### src/rtl/store_pkg.sv
// Shared encodings and alignment rule for the MEM-stage store unit.
package store_pkg;

  typedef enum logic [1:0] {
    SZ_BYTE = 2'b00,
    SZ_HALF = 2'b01,
    SZ_WORD = 2'b10,
    SZ_RSVD = 2'b11
  } size_e;

  typedef enum logic [2:0] {
    ST_IDLE  = 3'd0,
    ST_READ  = 3'd1,
    ST_MERGE = 3'd2,
    ST_WRITE = 3'd3,
    ST_ERR   = 3'd4
  } state_e;

  // The reserved size code is treated as misaligned, so it never reaches memory.
  function automatic logic is_misaligned(input logic [1:0] size, input logic [1:0] offset);
    case (size)
      SZ_BYTE: return 1'b0;
      SZ_HALF: return offset[0];
      SZ_WORD: return offset != 2'b00;
      default: return 1'b1;
    endcase
  endfunction

endpackage

### src/rtl/store_lane_merge.sv
// Places narrowed store data into its little-endian byte lane over an old word,
// and reports which lanes were replaced.
module store_lane_merge
  import store_pkg::*;
(
  input  logic [31:0] old_word,
  input  logic [31:0] data,
  input  logic [1:0]  size,
  input  logic [1:0]  offset,
  output logic [31:0] merged,
  output logic [3:0]  lane_mask
);

  always_comb begin
    merged    = old_word;
    lane_mask = 4'b0000;
    case (size)
      SZ_BYTE: begin
        merged[8*offset +: 8] = data[7:0];
        lane_mask             = 4'b0001 << offset;
      end
      SZ_HALF: begin
        merged[16*offset[1] +: 16] = data[15:0];
        lane_mask                  = 4'b0011 << {offset[1], 1'b0};
      end
      SZ_WORD: begin
        merged    = data;
        lane_mask = 4'b1111;
      end
      default: ;
    endcase
  end

endmodule

### src/rtl/store_narrow_rmw.sv
// MEM-stage store unit: narrows register data to byte/half/word and writes it to
// word-organised memory via read-modify-write, or via byte enables when MEM_BYTE_WE_EN is defined.
module store_narrow_rmw
  import store_pkg::*;
#(
  parameter int ADDR_W = 32,
  parameter int DATA_W = 32
) (
  input  logic              clk,
  input  logic              rst,
  input  logic              req_valid,
  output logic              req_ready,
  input  logic [ADDR_W-1:0] req_addr,
  input  logic [DATA_W-1:0] req_data,
  input  logic [1:0]        req_size,
  output logic              stall,
  output logic              done,
  output logic              misalign_err,
  output logic              mem_rd_en,
  output logic              mem_wr_en,
  output logic [ADDR_W-3:0] mem_addr,
  output logic [DATA_W-1:0] mem_wdata,
  input  logic [DATA_W-1:0] mem_rdata
`ifdef MEM_BYTE_WE_EN
  ,
  output logic [3:0]        mem_be
`endif
);

  state_e            state_q, state_d;
  logic [ADDR_W-3:0] addr_q, addr_d;
  logic [DATA_W-1:0] data_q, data_d;
  logic [1:0]        size_q, size_d;
  logic [1:0]        offset_q, offset_d;
  logic [DATA_W-1:0] wbuf_q, wbuf_d;

  logic              in_merge;
  logic [31:0]       m_old, m_data, merged;
  logic [1:0]        m_size, m_offset;
  logic [3:0]        lane_mask;

  // One merger serves both the live request (IDLE) and the latched request (MERGE).
  assign in_merge = (state_q == ST_MERGE);
  assign m_old    = in_merge ? mem_rdata : '0;
  assign m_data   = in_merge ? data_q    : req_data;
  assign m_size   = in_merge ? size_q    : req_size;
  assign m_offset = in_merge ? offset_q  : req_addr[1:0];

  store_lane_merge u_merge (
    .old_word  (m_old),
    .data      (m_data),
    .size      (m_size),
    .offset    (m_offset),
    .merged    (merged),
    .lane_mask (lane_mask)
  );

`ifdef MEM_BYTE_WE_EN
  logic [3:0] be_q, be_d;
`else
  logic unused_mask;
  assign unused_mask = ^lane_mask;
`endif

  always_comb begin
    state_d  = state_q;
    addr_d   = addr_q;
    data_d   = data_q;
    size_d   = size_q;
    offset_d = offset_q;
    wbuf_d   = wbuf_q;
`ifdef MEM_BYTE_WE_EN
    be_d     = be_q;
`endif
    case (state_q)
      ST_IDLE: begin
        if (req_valid) begin
          addr_d   = req_addr[ADDR_W-1:2];
          data_d   = req_data;
          size_d   = req_size;
          offset_d = req_addr[1:0];
          if (is_misaligned(req_size, req_addr[1:0])) begin
            state_d = ST_ERR;
          end
`ifdef MEM_BYTE_WE_EN
          else begin
            state_d = ST_WRITE;
            wbuf_d  = merged;
            be_d    = lane_mask;
          end
`else
          else if (req_size == SZ_WORD) begin
            state_d = ST_WRITE;
            wbuf_d  = merged;
          end else begin
            state_d = ST_READ;
          end
`endif
        end
      end
      ST_READ:  state_d = ST_MERGE;
      ST_MERGE: begin
        wbuf_d  = merged;
        state_d = ST_WRITE;
      end
      ST_WRITE: state_d = ST_IDLE;
      ST_ERR:   state_d = ST_IDLE;
      default:  state_d = ST_IDLE;
    endcase
  end

  always_ff @(posedge clk) begin
    if (rst) begin
      state_q  <= ST_IDLE;
      addr_q   <= '0;
      data_q   <= '0;
      size_q   <= '0;
      offset_q <= '0;
      wbuf_q   <= '0;
`ifdef MEM_BYTE_WE_EN
      be_q     <= '0;
`endif
    end else begin
      state_q  <= state_d;
      addr_q   <= addr_d;
      data_q   <= data_d;
      size_q   <= size_d;
      offset_q <= offset_d;
      wbuf_q   <= wbuf_d;
`ifdef MEM_BYTE_WE_EN
      be_q     <= be_d;
`endif
    end
  end

  assign req_ready    = (state_q == ST_IDLE) && !rst;
  assign stall        = ~req_ready;
  assign done         = (state_q == ST_WRITE);
  assign mem_wr_en    = (state_q == ST_WRITE);
  assign misalign_err = (state_q == ST_ERR);
  assign mem_addr     = addr_q;
  assign mem_wdata    = wbuf_q;
`ifdef MEM_BYTE_WE_EN
  assign mem_rd_en    = 1'b0;
  assign mem_be       = (state_q == ST_WRITE) ? be_q : 4'b0000;
`else
  assign mem_rd_en    = (state_q == ST_READ);
`endif

endmodule

### config.mk
export PLATFORM = sky130hd
export DESIGN_NAME = store_narrow_rmw
export DESIGN_NICKNAME = d
export VERILOG_FILES = /design/src/rtl/store_pkg.sv /design/src/rtl/store_lane_merge.sv /design/src/rtl/store_narrow_rmw.sv
export SDC_FILE = /design/constraint.sdc
export NUM_CORES = 1
export LEC_CHECK = 0
export CORE_MARGIN = 1.5
export CORE_UTILIZATION = 45
export CTS_CLUSTER_DIAMETER = 60
export DETAILED_ROUTE_END_ITERATION = 10
export HOLD_SLACK_MARGIN = 0.15
export PLACE_DENSITY = 0.85
export SLEW_MARGIN = 30
export SYNTH_ARGS = -nofsm -noshare
export SYNTH_HDL_FRONTEND = slang
export SYNTH_SLANG_ARGS = --single-unit
### constraint.sdc
create_clock -name clk -period 5.2 [get_ports clk]
set_input_delay 1.04 -clock clk [delete_from_list [all_inputs] [get_ports clk]]
set_output_delay 1.04 -clock clk [all_outputs]
set_load 0.02 [all_outputs]
==> metrics list, run 1 <==
* Outcome: finished clean
* Initial antenna violation count: 0
- Counting every sink on the clock net gives 101.
* Post-synthesis cell type count: 47
- Prevailing post-synth register cell: dfxtp_1
* Skew final: 0.00644 ns
- STA puts the critical path data arrival time at 2.49 ns.
- The via count of the first global-routing pass was 6078.
* Critical Setup Path Class: in -> out
- Final number of hold-violating endpoints: 0
- Util after Layout: 62.4%
- In the final layout, the share of cells above drive strength 1 is 5.70%.
- Congestion Overflow GR: 0
- The worst setup path is captured at a primary output.
- Family with the most delay on the worst path: buffers and inverters
- Wires add up to 19.4 mm.
- Post-Synthesis Mean Instance Area: 7.38 µm²
* Final max-slew violation count: 0
- Number of placed instances with taps included: 1069
* Post-Synth XOR/XNOR Area: 0%
* Cells resized by post-CTS repair: 0
- The floorplan step set the die width to 117 µm.
- WHS: 0.452 ns
- Clock root cell: clkbuf_16
- Once detail routing completed, the nets flagged for antenna violations numbered 0.
- The number of clock buffers added by TritonCTS is 9.
* Adder-Cell Fraction of Synth Area: 0.640%
- Area added between synthesis and finish: 34.9%
* Synthesis-stage register bit count: 101
* Non-filler cells, final: 1084
- For this run, the register share of the synthesized area comes to 34.5%.
- Crit start category: primary input
- Wire length of the first global-routing pass: 30.2 mm
- Number of buffers on the longest clock path: 2
* Ys Warns: 0
- Measured against its own limit, the worst slew margin works out to 47.0%.
- GPL Wtd Cong: 0.882
* Cells along the critical path: buf_6 -> nor4_1 -> inv_1 -> clkdlybuf4s50_1
- The later pin in the worst-skew pair is clocked with a latency of 0.36 ns.
- Die Height: 117 µm
- # port buffers: 168
* Async S/R FF share, synth: 0%
- After routing, the total negative slack on setup checks comes to 0 ns.
* Die area: 13700 µm²
- Clock-pin slew was measured on the worst setup and hold paths at 0.06 ns.
- For the pin with the worst max-slew slack, the measured transition is 0.795 ns.
* Post-synthesis instance total: 795
- The first TritonRoute pass finished after 6 iterations.
- In this run the count of I/O pins placed on the die edge is 169.
- Using the TritonRoute via totals, the vias-per-cell ratio works out to 6.06.
- Pwr dens: 302 nW/µm²
- Global routing used 28.1% of the available tracks.
- For this design, the slowest cell found on the critical path is clkdlybuf4s50_1.
- Largest net degree at the start of global routing: 105
- Nets in the synthesized netlist: 899
- The tightest min-delay check is of the reg -> reg type.
- The HPWL after detailed placement is 12.8 mm.
- For this run, the post-layout net count is 1012.
- Share of the synthesized area in compound gates (AO/OA/AOI/OAI): 27.8%
- Setup violations remaining at the end of the flow were counted as 0.
- The smallest clock period supported by the final layout is computed as 3.53 ns.
* Initial drt markers: 1150
- After Yosys synthesis, and, or, nand and nor cells account for 27.5% of the synthesized area.
- Setup repair after global routing left no endpoint under its margin.
* Number of enable flip-flop cells after synthesis: 0
- Required @ worst endpoint: 4.16 ns
- For this design, the CTS-stage hold fixing added 0 buffers.
- Share of the clock period used by the worst path after layout: 67.8%
- Starting density of the core: 46.3%
* Rows: 41
- Least setup slack across all paths after layout: 1.67 ns
* Max Clk Rate: 284 MHz
- Max-capacitance violation count: 0
* Mux share of post-synthesis cell area: 2.73%
* Routed WL per cell: 17.9 µm
- OpenSTA, run right after detailed placement, puts the worst setup slack at 1.55 ns.
* Leakage power figure: 2.90 nW
* Number of antenna repair diodes: 0
* CTS tree: done
- Of all nets on the critical path, the largest fanout is 104.
- Number of buffers added for setup after CTS: 0
* Number of buffer and inverter stages on the critical path: 3
* Stage delay of the slowest cell on the critical path: 0.60 ns
* DR vias: 6565
* Count of H-tree levels built during CTS: 3
- Placeable Area: 12700 µm²
- By area, the combinational part of the netlist is dominated by compound AO/OA/AOI/OAI gates.
* Post-Synthesis Cell Area: 5860 µm²
- The worst-case IR drop observed on VDD is 0.000206 V.
- DRC: 0
cells in the final DEF, fill, tap and decap left out, types with 12 or more instances in the layout:
cell             Yosys  routed
a21o_1              39      39
a21oi_1            115     115
a311oi_1            23      23
a31oi_1             24      24
buf_4                3      12
clkdlybuf4s50_1      0     167
dfxtp_1            101     101
inv_1               17      17
nand2_1            170     170
nand2b_1            17      17
nand3_1             36      36
nor2_1              26      26
nor3b_1             18      18
nor4b_1             18      17
logic make-up (layout without fill, tap and decap cells):
logic type / Yosys count / in the layout
simple gates: 326 / 326
compound gates: 256 / 256
buf+inv: 95 / 212
mux: 14 / 14
fa+ha+maj: 3 / 3
flops: 101 / 101
state kept, by name, indices dropped and copies added (netlist names):
signal	cells
data_q	32
mem_wdata	32
mem_addr	30
state_q	3
offset_q	2
size_q	2
Yosys cell counts (2+ instances only):
cell type / number / area share, %
dfxtp_1: 101 / 34
nand3_1: 36 / 3.1
nor3b_2: 2 / 0.43
clkbuf_1: 48 / 3.1
buf_1: 7 / 0.45
nor4bb_1: 3 / 0.51
mux2_1: 2 / 0.38
nor3_1: 11 / 0.94
o31ai_1: 8 / 1.0
ha_1: 3 / 0.64
o21a_1: 2 / 0.26
a2111oi_0: 2 / 0.30
nand2b_1: 17 / 1.8
nor3b_1: 18 / 2.3
a21o_1: 39 / 5.0
a211oi_1: 9 / 1.2
nor2_1: 26 / 1.7
o21ai_0: 11 / 0.94
nor2b_1: 10 / 1.1
a311oi_1: 23 / 3.4
nor4b_2: 2 / 0.51
buf_2: 19 / 1.6
mux2i_1: 7 / 1.2
a31oi_1: 24 / 2.6
mux2_2: 4 / 0.77
a31o_2: 8 / 1.2
a21oi_1: 115 / 9.8
inv_1: 17 / 1.1
nand4b_1: 3 / 0.45
and3b_1: 2 / 0.30
buf_4: 3 / 0.38
nor4_1: 5 / 0.53
nand2_1: 170 / 11
o22ai_1: 8 / 0.85
nor4b_1: 18 / 2.7
worst paths after layout:
| path | slack [ns] | startpoint | to | cells past startpoint |
|---|---|---|---|---|
| max | 1.67 | rst | stall | 4 |
| min | 0.45 | mem_addr[9]$_SDFFE_PP0P_ | mem_addr[9]$_SDFFE_PP0P_ | 2 |
| max reg2reg | 1.86 | state_q[1]$_SDFFE_PP0P_ | mem_wdata[3]$_SDFFE_PP0P_ | 8 |
| min reg2reg | 0.45 | mem_addr[9]$_SDFFE_PP0P_ | mem_addr[9]$_SDFFE_PP0P_ | 2 |
cell type report:
| type | instances | area (µm²) |
|---|---|---|
| Clock buffer | 11 | 243 |
| Fill cell | 1096 | 4760 |
| Multi-Input combinational cell | 599 | 3470 |
| Timing Repair Buffer | 180 | 1770 |
| Inverter | 17 | 63.8 |
| Tap cell | 172 | 215 |
| Sequential cell | 101 | 2020 |
| Clock inverter | 4 | 120 |
where the power goes:
group          total (mW)  internal (mW)  leakage (nW)  switching, mW
Sequential          0.897          0.842         0.828         0.0555
Clock               0.826          0.530         0.176          0.296
Combinational       0.666          0.292          1.89          0.374
stage by stage:
step	power [mW]	area, µm²
final	2.39	7910
after global routing	2.49	7910
after CTS	2.39	7910
after detailed placement	1.57	7550
after global placement	1.56	7530
after floorplan	1.29	5860
per-layer routing:
| layer | track usage (%) | routed length, µm | vias to the layer above |
|---|---|---|---|
| li1 | - | - | 3053 |
| met1 | 36.5 | 7730 | 3060 |
| met2 | 43.9 | 8850 | 397 |
| met3 | 8.55 | 2240 | 55 |
| met4 | 11.2 | 580 | 0 |
| met5 | 0 | 0 | - |
worst reg2reg max path, stage by stage (launching register included):
cell      delay [ns]
dfxtp_1         0.61
or3b_2          0.69
nand2_1         0.14
o21ai_0         0.12
ha_1            0.55
inv_1           0.09
a211oi_2        0.55
o22ai_1         0.20
a311oi_1        0.30
Note: power is estimated with default switching activity, not from simulation.
==> run 2: changes to the inputs <==
==> constraint.sdc (replaced) <==
create_clock -name clk -period 3.35 [get_ports clk]
set_input_delay 0.67 -clock clk [delete_from_list [all_inputs] [get_ports clk]]
set_output_delay 0.67 -clock clk [all_outputs]
set_load 0.02 [all_outputs]
==> run 2 against run 1 <==
- routed wire length grew 2.3%
- clock skew grew 0.0028 ns
- setup slack lost 1.1 ns
- clock-buffer cell count is the same
- via count grew 0.65%
- die area is the same
- non-clock buffer count grew 14
- combinational power grew 59%
- critical endpoint is now mem_wdata[11]$_SDFFE_PP0P_
- highest routed layer unchanged
==> metrics list, run 2 (synthesized netlist as in run 1, its figures left out) <==
- The flow ran to the end, and the final reports show no timing, DRC or antenna violations.
- The via count of the first global-routing pass was 6182 (+1.7%).
- HPWL after DPL: 13.4 mm (+4.4%)
* # port buffers: 168 (unchanged)
- The share of layout cells above drive strength 1 was 7.34% (+1.6 points).
- The clock input transition at the sequential cells of the worst setup and hold paths is 0.07 ns (about the same).
* Shortest period the worst path allows: 2.79 ns
* Post-DR vias/cell: 6.01 (-0.72%)
* CTS tree: done
- The worst voltage drop across the vdd grid came to 0.000358 V (+74%).
- Arrival @ worst endpoint: 3.05 ns (+0.56 ns)
- The area after detailed placement was 7650 µm² (+1.3%).
- The total vias in the final route is 6608 (+0.65%).
* Skew final: 0.00928 ns (+0.00284 ns)
- Final number of hold-violating endpoints: 0 (unchanged)
* Max_slew headroom: 41.9% (-5.1 points)
* Clock root cell: clkbuf_16
- The floorplan die area was 13700 µm² (unchanged).
* Critical Setup Path Class: reg -> reg
- The core area is 12700 µm² (unchanged).
* DRC: 0 (unchanged)
* Dpl ws: 0.394 ns (-1.16 ns)
- The setup violation total in the final timing report came to 0 (unchanged).
* Post-route ant nets: 0 (unchanged)
* Leakage power figure: 2.96 nW (+2.3%)
- Instance count along the most critical hold path: 2 (unchanged)
* Largest net degree at the start of global routing: 80 (-24%)
- Transition time of the tightest slew-check pin: 0.872 ns (+0.0765 ns)
- Setup repair after global routing left no endpoint under its margin.
- Number of iterations in the first detailed-routing pass: 5 (-1)
* Die Height: 117 µm (unchanged)
- Clk Latency, worst-skew pair: 0.36 ns (about the same)
- Max-capacitance violation count: 0 (unchanged)
- Number of buffers on the longest clock path: 2 (unchanged)
- Crit end category: register
* Number of hold-repair buffers added at the cts stage: 0 (unchanged)
- The number of H-tree branching levels came to 3 (unchanged).
* X dimension of the die: 117 µm (unchanged)
- The row count is 41 (unchanged).
* Initial drt markers: 853 (-26%)
* I/O pin total: 169 (unchanged)
* Wire length of the first global-routing pass: 30.5 mm (+1.1%)
- The total negative slack was 0 ns (unchanged).
- Share of the clock period used by the worst path after layout: 83.3%
- Final max-slew violation count: 0 (unchanged)
- From synthesis to final layout, the design area changed by 36.5%.
- The post-layout net count is 1026 (+1.4%).
* Min-Delay Path Class: reg -> reg
* Pwr dens: 462 nW/µm² (+53%)
- Leading cell type in the layout, fill and taps excluded: nand2_1
- The number of buffers inserted to repair setup after CTS is 0 (unchanged).
* Highest fanout seen on the critical path: 13 (-88%)
- Derived from the worst setup path, the maximum achievable clock frequency is 359 MHz.
- The overall global routing resource usage came to 28.4% (+0.22 points).
- GPL Wtd Cong: 0.919 (+4.2%)
* Summed area of non-filler cells in the final layout: 8010 µm² (+1.2%)
- The wire length after detailed routing was 19.8 mm (+2.3%).
- Initial antenna violation count: 0 (unchanged)
- The library cells used most frequently in the layout, excluding fill and tap cells, are nand2_1 (170), clkdlybuf4s50_1 (167), a21oi_1 (115), dfxtp_1 (100), a21o_1 (39).
- The total clock buffers created by CTS is 9 (unchanged).
- The starting density of the core was 46.3% (unchanged).
- The worst setup slack after layout is 0.561 ns (-1.11 ns).
- The global route total overflow is 0 (unchanged).
* Cells resized by post-CTS repair: 0 (unchanged)
- The number of cell instances on the worst register-to-register path is 7 (-1).
* Clock tree sinks: 101 (unchanged)
- The required time of the worst setup path came to 3.61 ns (-0.55 ns).
- Number of antenna repair diodes: 0 (unchanged)
- STA classifies the critical path startpoint as a register.
- The average detailed-routed wire length per instance is 18.1 µm (+0.87%).
-- run 2: final cells by class --
cell class                 instances  area [µm²]
tap                              172         215
clock inverter                     5         106
inverter                          17        63.8
sequential                       101        2020
multi-input combinational        599        3470
clock buffer                      11         253
fill                            1104        4660
timing repair buffer             194        1870
-- run 2: worst max-delay path, cell delays in order, from the launching register on --
cell and delay, ns:
dfxtp_1 0.49, nor4bb_1 0.47, a21oi_1 0.16, ha_1 0.48
nor4b_1 0.34, mux2_2 0.34, nand3_1 0.10, a311oi_1 0.31
-- run 2: final timing paths --
path                                  start                    endpoint  slack (ns)
hold / removal    mem_addr[20]$_SDFFE_PP0P_   mem_addr[20]$_SDFFE_PP0P_        0.45
setup / recovery   offset_q[0]$_SDFFE_PP0P_  mem_wdata[11]$_SDFFE_PP0P_        0.56
setup reg to reg   offset_q[0]$_SDFFE_PP0P_  mem_wdata[11]$_SDFFE_PP0P_        0.56
hold reg to reg   mem_addr[20]$_SDFFE_PP0P_   mem_addr[20]$_SDFFE_PP0P_        0.45
-- run 2: layer usage --
metal	vias to the layer above	routed length (µm)	GRT usage, %
met5	-	0	0
met4	0	593	11.7
met1	3034	7850	35.0
met3	57	2340	9.99
met2	433	9060	45.1
li1	3084	-	-
-- run 2: report_power, final --
part           switching [mW]  internal, mW  leakage, nW  total (mW)
clock network           0.475         0.772        0.172        1.25
registers              0.0869          1.31        0.828        1.39
logic                   0.586         0.469         1.96        1.06
total                    1.15          2.55         2.96        3.70
-- run 2: stage by stage --
| stage | utilization [%] | cells | power [mW] | hold slack [ns] |
|---|---|---|---|---|
| 6_report | 63.2 | 1099 | 3.70 | 0.452 |
| 5_1_grt | 63.2 | 1099 | 3.85 | 0.468 |
| 4_1_cts | 63.2 | 1099 | 3.70 | 0.455 |
| 3_5_place_dp | 60.4 | 1083 | 2.45 | 0.446 |
| 3_3_place_gp | 60.3 | 1083 | 2.43 | 0.440 |
| 2_1_floorplan | - | 795 | 2.01 | 0.436 |
==> run 3: changes to the inputs <==
--- a/config.mk
+++ b/config.mk
@@ -6,11 +6,11 @@
 export NUM_CORES = 1
 export LEC_CHECK = 0
 export CORE_MARGIN = 1.5
-export CORE_UTILIZATION = 45
+export CORE_UTILIZATION = 44
 export CTS_CLUSTER_DIAMETER = 60
 export DETAILED_ROUTE_END_ITERATION = 10
 export HOLD_SLACK_MARGIN = 0.15
-export PLACE_DENSITY = 0.85
+export PLACE_DENSITY = 0.87
 export SLEW_MARGIN = 30
 export SYNTH_ARGS = -nofsm -noshare
 export SYNTH_HDL_FRONTEND = slang
==> constraint.sdc (replaced) <==
create_clock -name clk -period 2.4 [get_ports clk]
set_input_delay 0.48 -clock clk [delete_from_list [all_inputs] [get_ports clk]]
set_output_delay 0.48 -clock clk [all_outputs]
set_load 0.02 [all_outputs]
==> run 3 against run 2 <==
- the flow now finishes with violations (negative setup slack)
- flip-flop and latch count stayed put
- via count stayed put
- routed wire length is 0.19% lower
- combinational power is 53% higher
- clock-buffer cell count stayed put
- critical path type unchanged
==> metrics list, run 3 (synthesized netlist as in run 1, its figures left out) <==
* Rows: 41 (unchanged)
- The DRC violation total after the first TritonRoute iteration was 835 (-2.1%).
* Sw Ratio: 33.4% (+2.3 points)
* Crit end category: register
* Routed Wire Length: 19.8 mm (-0.19%)
- Net switching component of the power: 1.64 mW (+43%)
- Wire length of the first global-routing pass: 30.6 mm (+0.48%)
- Clk Latency, worst-skew pair: 0.35 ns (about the same)
- The maximum fanout count along the critical path is 12 (-1).
- Max_slew headroom: 49.5% (+7.6 points)
* GPL Wtd Cong: 0.918 (about the same)
* HPWL after DPL: 13.7 mm (+2.0%)
- Skew final: 0.00996 ns (+0.000677 ns)
- The number of routed nets with antenna violations came to 0 (unchanged).
- The number of filler cells placed in the layout came to 1109 (+0.45%).
- The average detailed-routed wire length per instance was 17.7 µm (-2.2%).
- Leaving out fill and tap cells, the most frequent cell in the layout is nand2_1.
- Crit start category: register
* Launching instance or port of the critical path: state_q[1]$_SDFFE_PP0P_
* Die Height: 118 µm (+1.1%)
* Initial antenna violation count: 0 (unchanged)
- The final max-slew violation count came to 0 (unchanged).
* Max Clk Rate: 414 MHz (+15%)
* Area after DPL: 7950 µm² (+3.9%)
- Largest net degree at the start of global routing: 67 (-16%)
* Via count of the first global-routing pass: 5950 (-3.8%)
- Share of total power in the clock network: 27.9% (-5.8 points)
- Starting density of the core: 45.7% (-0.56 points)
* Transition time of the tightest slew-check pin: 0.738 ns (-0.133 ns)
- In the layout the commonest cells are nand2_1 (169), clkdlybuf4s50_1 (166), a21oi_1 (114), dfxtp_1 (100), buf_4 (41).
- The fraction of the core area covered by cells at the end of the flow was 64.9% (+1.7 points).
- Number of iterations in the first detailed-routing pass: 5 (unchanged)
- The sequential fraction of design power came to 39.2% (+1.5 points).
- GRT Overall Usage: 26.8% (-1.5 points)
- Worst reg2reg path depth: 9 (+2)
- # port buffers: 168 (unchanged)
- The worst hold margin is 0.454 ns (+0.00150 ns).
* Clock root cell: clkbuf_16
- The finished layout cell area was 8320 µm² (+3.9%).
* Setup violation total in the final timing report: 1 (+1)
- Number of buffers on the longest clock path: 2 (unchanged)
- Number of antenna repair diodes: 0 (unchanged)
- The worst register-to-register path ends at mem_wdata[13]$_SDFFE_PP0P_.
* Clock tree sinks: 101 (unchanged)
- Following the worst setup path forward leads to its endpoint at mem_wdata[13]$_SDFFE_PP0P_.
* VDD IR max: 0.000364 V (+1.7%)
- Pwr dens: 591 nW/µm² (+28%)
* DR vias: 6608 (unchanged)
* X dimension of the die: 118 µm (+1.1%)
- Violated checks: negative setup slack
- Die area: 14000 µm² (+2.2%)
- Count of H-tree levels built during CTS: 3 (unchanged)
* Register-to-Register Setup Slack: -0.02 ns (-0.58 ns)
- The average vias per placed instance came to 5.89 (-2.0%).
- Share of the clock period used by the worst path after layout: 101% (+17 points)
* I/O pin total: 169 (unchanged)
* Max-capacitance violation count: 0 (unchanged)
* Internal power: 3.28 mW (+29%)
- The share of layout cells above drive strength 1 was 11.5% (+4.2 points).
- Outcome: complete, but fails checks
* Clock buffer count from CTS: 9 (unchanged)
* Final number of hold-violating endpoints: 0 (unchanged)
- Placeable Area: 12800 µm² (+1.2%)
* Multi-input logic area: 3620 µm² (+4.3%)
- The clock input transition at the sequential cells of the worst setup and hold paths came to 0.07 ns (about the same).
* Required @ worst endpoint: 2.64 ns (-0.97 ns)
- Combinational cell fraction of total power: 32.9% (+4.4 points)
- Congestion Overflow GR: 0 (unchanged)
- The worst setup slack after layout came to -0.0157 ns (-0.576 ns).
- The area growth from synthesis to layout is 41.9%.
* DRC: 0 (unchanged)
* Shortest period the worst path allows: 2.42 ns (-0.374 ns)
* Reg-to-reg critical path startpoint: state_q[1]$_SDFFE_PP0P_
* Setup repair after global routing missed its margin: true
* Critical Setup Path Class: reg -> reg
- The critical path data arrival time was 2.66 ns (-0.39 ns).
- The total leakage power came to 3.10 nW (+4.5%).
- Net count reported at finish: 1048 (+2.1%)
- CTS tree: done
* Min-Delay Path Class: reg -> reg
- The area of all sequential standard cells was 2020 µm² (unchanged).
==> run 3: worst max-delay path, cell delays in order (launching register included) <==
cell and delay, ns:
dfxtp_1 0.35, buf_6 0.17, nor4bb_4 0.30, buf_4 0.18, a21oi_4 0.05, ha_4 0.28, nor4b_1 0.25, mux2_4 0.26
nand3_1 0.14, a311oi_1 0.32
==> run 3: through the flow <==
| step | total power, mW | setup WS (ns) | instances | setup TNS [ns] |
|---|---|---|---|---|
| global placement | 3.49 | -0.0761 | 1102 | -0.306 |
| CTS | 4.89 | 0.0167 | 1119 | 0 |
| floorplan | 2.85 | -0.0206 | 795 | -0.0206 |
| finish | 4.92 | -0.0157 | 1121 | -0.0157 |
| detailed placement | 3.52 | -0.131 | 1103 | -1.15 |
| global route | 5.13 | -0.102 | 1121 | -0.322 |
==> run 3: final cells by class <==
type	count	share of cell area (%)
timing repair buffer	216	25.6
tap	172	2.59
multi-input combinational	599	43.5
clock buffer	11	2.80
sequential	101	24.3
inverter	17	0.767
clock inverter	5	0.421
==> run 3: power groups by stage <==
stage | clock (mW) | sequential (mW) | combinational [mW]
after floorplan | 0 | 2.05 | 0.799
after global placement | 0 | 1.95 | 1.53
after detailed placement | 0 | 1.96 | 1.56
after CTS | 1.39 | 1.92 | 1.57
after global routing | 1.47 | 1.94 | 1.73
final | 1.37 | 1.93 | 1.62
==> run 3: routing by layer <==
metal	global-route usage (%)	vias to the layer above	share of wire, %
met3	6.13	46	9.5
met5	0	-	0
met4	9.34	0	2.3
li1	-	3132	-
met1	35.7	3074	41
met2	42.7	356	47
==> run 3: worst min path at each step <==
stage	startpoint	to	slack (ns)	cells after the start
floorplan	data_q[31]$_SDFFE_PP0P_	data_q[31]$_SDFFE_PP0P_	0.44	2
global placement	mem_addr[9]$_SDFFE_PP0P_	mem_addr[9]$_SDFFE_PP0P_	0.44	2
detailed placement	mem_addr[9]$_SDFFE_PP0P_	mem_addr[9]$_SDFFE_PP0P_	0.45	2
CTS	rst	state_q[2]$_SDFFE_PP0P_	0.45	4
global route	rst	state_q[2]$_SDFFE_PP0P_	0.47	4
finish	mem_addr[0]$_SDFFE_PP0P_	mem_addr[0]$_SDFFE_PP0P_	0.45	2
==> run 3: repair_timing <==
| action | in CTS | in global routing |
|---|---|---|
| setup endpoints to repair | 3 | 24 |
| buffers inserted | 0 | 2 |
| pin swaps | 0 | 3 |
| gates resized for setup | 2 | 16 |
| hold buffers | 0 | 0 |
